<file path="config.mk">
export PLATFORM = sky130hd
export DESIGN_NAME = acc_differencer
export DESIGN_NICKNAME = d
export VERILOG_FILES = /design/src/rtl/acc_pkg.sv /design/src/rtl/acc_skid_fifo.sv /design/src/rtl/acc_differencer.sv
export SDC_FILE = /design/constraint.sdc
export NUM_CORES = 1
export LEC_CHECK = 0
export CAP_MARGIN = 0
export CORE_MARGIN = 2
export CORE_UTILIZATION = 30
export CTS_CLUSTER_SIZE = 14
export DETAILED_ROUTE_END_ITERATION = 7
export PLACE_DENSITY = 0.57
export SLEW_MARGIN = 15
export SYNTH_ARGS = -nofsm -noshare
export SYNTH_HDL_FRONTEND = slang
export SYNTH_SLANG_ARGS = --single-unit
</file>
<file path="constraint.sdc">
create_clock -name clk -period 3.1 [get_ports clk]
set_input_delay 0.93 -clock clk [delete_from_list [all_inputs] [get_ports clk]]
set_output_delay 0.93 -clock clk [all_outputs]
set_load 0.01 [all_outputs]
</file>
<file path="src/rtl/acc_pkg.sv">
// Shared types and defaults for the accumulator differencer.
// The optional statistics counters are enabled by ACC_DIFFERENCER_STATS_EN.
package acc_pkg;

  localparam int IN_W_DEF  = 8;
  localparam int SUM_W_DEF = 16;

  typedef enum logic [1:0] {
    EMPTY = 2'd0,
    ONE   = 2'd1,
    FULL  = 2'd2
  } fifo_state_t;

  // Entry layout at the default widths; the top rebuilds the same shape at IN_W.
  typedef struct packed {
    logic [IN_W_DEF-1:0] data;
    logic                err;
  } acc_entry_t;

  function automatic logic [15:0] sat_inc16(input logic [15:0] value);
    return (value == 16'hFFFF) ? value : value + 16'd1;
  endfunction

endpackage

</file>
<file path="src/rtl/acc_skid_fifo.sv">
// Two-entry output FIFO with registered valid/ready flags.
// The head register always holds the oldest entry so the consumer sees it directly.
module acc_skid_fifo
  import acc_pkg::*;
#(
  parameter int W = 9
) (
  input  logic         clk,
  input  logic         rst,
  input  logic         clr,
  input  logic         push,
  input  logic         pop,
  input  logic [W-1:0] din,
  output logic [W-1:0] dout,
  output logic         valid,
  output logic         ready
);

  fifo_state_t  state_r;
  fifo_state_t  state_nxt_s;
  logic [W-1:0] head_r;
  logic [W-1:0] tail_r;
  logic         valid_r;
  logic         ready_r;
  logic         push_s;
  logic         pop_s;

  // Qualify push/pop against occupancy and derive the next occupancy state.
  always_comb begin
    push_s      = push & ready_r & ~clr;
    pop_s       = pop & valid_r & ~clr;
    state_nxt_s = state_r;
    if (clr) begin
      state_nxt_s = EMPTY;
    end else begin
      case (state_r)
        EMPTY: begin
          if (push_s) state_nxt_s = ONE;
          else        state_nxt_s = EMPTY;
        end
        ONE: begin
          if (push_s && !pop_s)      state_nxt_s = FULL;
          else if (!push_s && pop_s) state_nxt_s = EMPTY;
          else                       state_nxt_s = ONE;
        end
        FULL: begin
          if (pop_s) state_nxt_s = ONE;
          else       state_nxt_s = FULL;
        end
        default: state_nxt_s = EMPTY;
      endcase
    end
  end

  // Occupancy, flags and entry storage; a pop from FULL shifts tail into head.
  always_ff @(posedge clk or negedge rst) begin
    if (!rst) begin
      state_r <= EMPTY;
      head_r  <= {W{1'b0}};
      tail_r  <= {W{1'b0}};
      valid_r <= 1'b0;
      ready_r <= 1'b1;
    end else if (clr) begin
      state_r <= EMPTY;
      head_r  <= {W{1'b0}};
      tail_r  <= {W{1'b0}};
      valid_r <= 1'b0;
      ready_r <= 1'b1;
    end else begin
      state_r <= state_nxt_s;
      valid_r <= (state_nxt_s != EMPTY);
      ready_r <= (state_nxt_s != FULL);
      case (state_r)
        EMPTY: begin
          if (push_s) head_r <= din;
        end
        ONE: begin
          if (push_s && pop_s) head_r <= din;
          else if (push_s)     tail_r <= din;
        end
        FULL: begin
          if (pop_s) head_r <= tail_r;
        end
        default: begin
          head_r <= {W{1'b0}};
          tail_r <= {W{1'b0}};
        end
      endcase
    end
  end

  assign dout  = head_r;
  assign valid = valid_r;
  assign ready = ready_r;

endmodule

</file>
<file path="src/rtl/acc_differencer.sv">
// Recovers input samples from an accumulator's running sum by first differencing.
// Define ACC_DIFFERENCER_STATS_EN to add saturating sample/error counters.
module acc_differencer
  import acc_pkg::*;
#(
  parameter int IN_W  = IN_W_DEF,
  parameter int SUM_W = SUM_W_DEF
) (
  input  logic             clk,
  input  logic             rst,
  input  logic             clr,
  input  logic [SUM_W-1:0] sum,
  input  logic             sum_valid,
  output logic             sum_ready,
  output logic [IN_W-1:0]  in,
  output logic             in_err,
  output logic             in_valid,
  input  logic             in_ready
`ifdef ACC_DIFFERENCER_STATS_EN
  ,
  output logic [15:0]      sample_cnt,
  output logic [15:0]      err_cnt
`endif
);

  typedef struct packed {
    logic [IN_W-1:0] data;
    logic            err;
  } entry_t;

  localparam int ENTRY_W = $bits(entry_t);

  logic [SUM_W-1:0] prev_r;
  logic [SUM_W-1:0] delta_s;
  logic             err_s;
  logic             accept_s;
  entry_t           push_entry_s;
  entry_t           head_entry_s;

  // Modular difference against the previous sum; anything above IN_W bits is an error.
  always_comb begin
    delta_s           = sum - prev_r;
    err_s             = ((delta_s >> IN_W) != {SUM_W{1'b0}});
    accept_s          = sum_valid & sum_ready & ~clr;
    push_entry_s.data = delta_s[IN_W-1:0];
    push_entry_s.err  = err_s;
  end

  // Previous-sum history, advanced only on an accepted sample.
  always_ff @(posedge clk or negedge rst) begin
    if (!rst) begin
      prev_r <= {SUM_W{1'b0}};
    end else if (clr) begin
      prev_r <= {SUM_W{1'b0}};
    end else if (accept_s) begin
      prev_r <= sum;
    end
  end

  acc_skid_fifo #(
    .W(ENTRY_W)
  ) u_fifo (
    .clk   (clk),
    .rst   (rst),
    .clr   (clr),
    .push  (accept_s),
    .pop   (in_ready),
    .din   (push_entry_s),
    .dout  (head_entry_s),
    .valid (in_valid),
    .ready (sum_ready)
  );

  assign in     = head_entry_s.data;
  assign in_err = head_entry_s.err;

`ifdef ACC_DIFFERENCER_STATS_EN
  logic [15:0] sample_cnt_r;
  logic [15:0] err_cnt_r;

  // Saturating statistics over accepted samples.
  always_ff @(posedge clk or negedge rst) begin
    if (!rst) begin
      sample_cnt_r <= 16'd0;
      err_cnt_r    <= 16'd0;
    end else if (clr) begin
      sample_cnt_r <= 16'd0;
      err_cnt_r    <= 16'd0;
    end else if (accept_s) begin
      sample_cnt_r <= sat_inc16(sample_cnt_r);
      if (err_s) err_cnt_r <= sat_inc16(err_cnt_r);
    end
  end

  assign sample_cnt = sample_cnt_r;
  assign err_cnt    = err_cnt_r;
`endif

endmodule

</file>
## After elaboration in Yosys (flattened, before gate mapping)

Index checks and enable logic that the tools add are counted.

| storage, ports and cells | value |
|---|---|
| flip-flop bits (word level) | 38 |
| latch bits | 0 |
| memory bits (writable) | 0 |
| memory bits (read-only) | 0 |
| bits of input ports | 21 |
| output and inout bits | 11 |
| logic and storage cells | 54 |
| memories | 0 |

| operators by class | value |
|---|---|
| add/sub/neg operators | 1 |
| multiply operators | 0 |
| div/mod/pow operators | 0 |
| $lt $le $gt $ge | 0 |
| eq/ne operators | 9 |
| shift operators | 0 |
| muxes and demuxes | 19 |
| bitwise logic cells | 7 |
| reduce and logical (&&, ||, !) cells | 12 |

Operator list:

| cell | number |
|---|---|
| 9-bit 2-to-1 mux | 6 |
| 16-bit 2-to-1 mux | 2 |
| 9-bit case mux with 3 select lines | 1 |
| 9-bit case mux with 2 select lines | 1 |
| 16-bit nonzero test | 1 |
| 16-bit subtractor | 1 |
| 3-bit by 2-bit != test with 1-bit output, second input constant | 4 |
| 2-bit 2-to-1 mux | 4 |
| 1-bit bitwise AND | 6 |
| 2-bit case mux with 3 select lines | 1 |
| 3-bit AND reduction | 2 |
| 1-bit 2-to-1 mux | 4 |
| 2-bit nonzero test | 2 |
| 1-bit logical AND | 3 |
| 3-bit != test, second input constant | 1 |
| 2-bit by 1-bit equality test with 1-bit output, second input constant | 1 |
| 2-bit equality test, second input constant | 1 |
| 1-bit logical NOT | 2 |
| 2-bit logical NOT | 1 |
| 2-bit by 1-bit != test with 1-bit output, second input constant | 1 |
| 2-bit != test, second input constant | 1 |
| 2-bit OR reduction | 1 |
| 1-bit NOT | 1 |

## Longest topological paths before layout

| logic depth | value |
|---|---|
| word-level depth | 12 |
| mapped depth | 11 |
| depth with buffers taken out | 11 |

## Hierarchy

From an unflattened synthesis, not the netlist that was laid out.

| unflattened totals | value |
|---|---|
| cell total of the unflattened synthesis | 316 |
| area, all modules | 2911.5 um2 |

By module, submodules not included:

| module | times used | cells an instance | area an instance (um2) | sequential area each (um2) |
|---|---|---|---|---|
| acc_differencer | 1 | 185 | 1590.3 | 400.4 |
| acc_skid_fifo | 1 | 131 | 1321.3 | 551.8 |

## Least setup slack after synthesis

Ideal clock, no wire load.

| path | value |
|---|---|
| path type | input -> register |
| start point | in sum[0] |
| end point | reg u_fifo.head_r[0], in the netlist u_fifo.dout[0] |
| arrival time | 2.700 ns |
| path slack | 0.263 ns |
| stages | 10 |
| cells stage by stage | inv_1 > ha_1 > inv_1 > fa_1 > a21oi_1 > o211ai_1 > and3_2 > o31a_1 > o31ai_1 > a311oi_1 |

| between the ends | value |
|---|---|
| word-level cells in the longest chain between the ends | 5 |
| elaborated cells between the ends (all ways) | 6 |
| those cells by class | 1 x add/sub; 4 x mux; 1 x reduce/logical |

Ends and longest elaborated chain:

| what | line | source |
|---|---|---|
| start, declared | acc_differencer.sv:12 | `input logic [SUM_W-1:0] sum,` |
| 16-bit subtractor (*) | acc_differencer.sv:42 | `delta_s = sum - prev_r;` |
| 16-bit nonzero test (*) | acc_differencer.sv:43 | `err_s = ((delta_s >> IN_W) != {SUM_W{1'b0}});` |
| 9-bit 2-to-1 mux (on tied branches) | acc_skid_fifo.sv:78, acc_skid_fifo.sv:75 |  |
| 9-bit case mux with 3 select lines (*) | acc_skid_fifo.sv:73 | `case (state_r)` |
| 9-bit 2-to-1 mux (*) | acc_skid_fifo.sv:63 | `end else if (clr) begin` |
| end signal, assigned | acc_skid_fifo.sv:65 | `head_r <= {W{1'b0}};` |
| end signal, assigned | acc_skid_fifo.sv:75 | `if (push_s) head_r <= din;` |
| end signal, assigned | acc_skid_fifo.sv:78 | `if (push_s && pop_s) head_r <= din;` |
| end, declared | acc_skid_fifo.sv:21 | `logic [W-1:0] head_r;` |

Every way passes the cells marked *; elsewhere a longest branch is shown, timed or not. The select of a mux whose other input is x is not followed.
A chain may end at the register's enable or synchronous reset.

## Worst setup path in the final report

| path | value |
|---|---|
| start point | in sum[7] |
| end point | reg u_fifo.head_r[0], in the netlist u_fifo.dout[0] |

Same word-level chain as after synthesis.

==> impl_results.md <==
- CTS Root Cell: clkbuf_8
- Die X: 96.22 µm
- RSZ-0062 raised after global routing: no
- Max IR drop VDD: 0.2322 mV
- Worst Clk Skew: 0.008410 ns
- LEAKAGE: 0.001503 µW
- Diodes inserted: 0
- Core area: 8217 µm²
- Gpl congestion: 0.8252
- Total Power: 1543 µW
- Longest Clk Path Bufs: 2
- Crit path kind: in2reg
- HP Start: u_fifo.tail_r[8]
- DP HPWL: 4670 µm
- Synth async-reset ratio: 1.000
- # port buffers: 31
- R2r startpoint: prev_r[0]
- Hold crit path type: reg2reg
- Clock transition at the registers of the reported paths: 0.07 ns
- Post-Syn Instances: 309
- Post-synthesis cell type with the largest combined area: dfrtp_1
- Share of layout cells above drive strength 1: 0.1757
- CP required: 3.30 ns
- Top delay family on crit path: compound AO/OA/AOI/OAI gates
- Hold Vio Cnt, Final: 0
- Antenna violations before repair: 0
- Die height: 96.22 µm
- Setup-failing EPs final: 0
- H-tree depth: 2
- Run status: complete, no violations
- Pwr dens: 455.9 nW/µm²
- Setup TNS: 0 ns
- Most common cell in the synthesized netlist: nand2_1
- Initial DRC Count: 75
- Post-synth EDFFs: 0
- Total global-route track usage: 0.1458
- Setup crit end kind: flop
- Global route overflow: 0
- Total CTS buffers: 5
- Layout Area Growth over Synthesis: 32.66%
- Antenna viol nets, final: 0
- CTS tree: built
- Number of global-route vias before repair: 2,207
- Mapped cell area: 2551 µm²
- Fmax: 337.4 MHz
- Fin crit period: 2.964 ns
- Rows: 33
- Slowest stage delay, CP: 0.47 ns
- Seq/Total Area, Yosys: 0.3732
- # nets final: 409
- Critical Path AT: 3.16 ns
- CTS sink cnt: 38
- CP Launch Type: input pin
- Main area contributors after synthesis: dfrtp_1 (36%), ha_1 (8.8%), nand2_1 (8.1%), a21oi_1 (5.9%), nor2_1 (3.7%)
- Avg Inst Size Synth: 8.256 µm²
- Slew @ Worst Pin: 0.8719 ns
- Final slew viol count: 0
- Synth Net Count: 349
- Wire per inst: 12.84 µm
- Register bit count reported by yosys: 38
- Number of max-cap violations: 0
- Initial Utilization: 0.3105
- Via Count: 2,322
- Most used flip-flop cell after synthesis: dfrtp_1
- Global-route wire length before repair: 10,570 µm
- Vias per cell: 4.888
- Drt first pass iters: 4
- Die Area: 9257 µm²
- Crit-path slowest cell: clkdlybuf4s50_1
- Clock Latency Late Sink: 0.29 ns
- Io pins: 32
- Fin area: 3385 µm²
- Synth cell types: 52
- Worst Setup SP: sum[7]
- Buf/Inv on CP: 2
- Post-CTS Setup Inserts: 0
- Commonest cells in the synthesized netlist: nand2_1 (55), dfrtp_1 (37), a21oi_1 (30), nor2_1 (25), inv_1 (22)
- Crit-path cells: clkdlybuf4s50_1 > ha_4 > buf_4 > nand2_1 > or3_4 > a211o_1 > o211ai_2 > nand4b_1 > o31ai_2 > a311oi_1
- Area post-placement: 3192 µm²
- Number of remaining DRC errors: 0
- Synthesis Warnings: 0
- Critical path peak fanout: 6
- Largest net degree at the start of global routing: 39
- Final wirelength: 6099 µm
- Yosys top cell area share: 0.3629
- Max_slew headroom: 0.4188
- Util after Layout: 0.4119
- Period utilisation layout: 0.9561
[layer usage]
| layer | vias up | routed length (µm) | GRT usage |
|---|---|---|---|
| met1 | 1085 | 2942 | 0.1939 |
| met2 | 26 | 2885 | 0.2407 |
| met5 | - | 0 | 0 |
| met4 | 0 | 87 | 0.04643 |
| li1 | 1206 | - | - |
| met3 | 5 | 184 | 0.02428 |
[area by class of cell]
type	count	area [µm²]
clock inverter	3	68.82
tap	105	131.4
clock buffer	5	68.82
inverter	23	86.33
multi-input combinational	236	1511
timing repair buffer	65	565.5
sequential	38	952.2
fill	831	4832
[flip-flops by register name, summed over array words and instances (netlist names)]
signal / count
prev_r: 16
u_fifo.dout: 9
u_fifo.ready: 1
u_fifo.state_r: 2
u_fifo.tail_r: 9
u_fifo.valid: 1
[layout by cell type (no fill, tap or decap), types with 9 or more instances in the layout]
master           count
clkdlybuf4s50_1     28
o21ai_0             10
a211oi_1             9
nand2_1             55
dfrtp_1             37
inv_1               21
a21oi_1             28
o21ai_1             13
nor2_1              25
buf_4               34
ha_1                17
[stage by stage]
stage / instances / hold WS, ns / setup slack, ns
2_1_floorplan: 309 / 0.4436 / 0.2631
3_3_place_gp: 467 / 0.4564 / -0.3083
3_5_place_dp: 467 / 0.4680 / -0.3659
4_1_cts: 475 / 0.4886 / 0.03734
5_1_grt: 475 / 0.5099 / 0.004819
6_report: 475 / 0.4925 / 0.1362
[where the power goes]
part / switching, µW / leakage [µW] / internal [µW]
registers: 23.3 / 0.000505 / 534
logic: 244 / 0.000930 / 231
clock network: 189 / 0.0000683 / 323
[repair_timing]
action | CTS | global route
pin swaps | 0 | 12
gates resized for setup | 3 | 10
endpoints found under the setup margin | 1 | 1
hold buffers | 0 | 0
[path summary, 6_finish.rpt]
kind | cells after the start | slack (ns) | endpoint
worst max-delay path | 10 | 0.14 | u_fifo.dout[0]
worst min-delay path | 2 | 0.49 | u_fifo.tail_r[8]
worst max register to register | 10 | 0.80 | u_fifo.dout[0]
worst min register to register | 2 | 0.49 | u_fifo.tail_r[8]
max in group asynchronous | 1 | 1.80 | u_fifo.tail_r[0]
min in group asynchronous | 1 | 0.75 | prev_r[11]
[logic make-up (layout without fill, tap and decap cells)]
kind of cell	count (synthesis)	count (layout)	synth area share
AND/OR/NAND/NOR	107	107	0.1839
AO/OA/AOI/OAI	100	100	0.2555
flip-flops	38	38	0.3732
buffers and inverters	35	96	0.05395
adder cells (fa/ha/maj)	19	19	0.09613
XOR/XNOR	7	7	0.02403
multiplexers	3	3	0.01324
[worst min-delay path, stage by stage, from the launching register on]
cell and delay (ns):
dfrtp_1 0.35, nand2_1 0.05, o21ai_1 0.06
No activity file was read; power rests on OpenSTA's default activity.
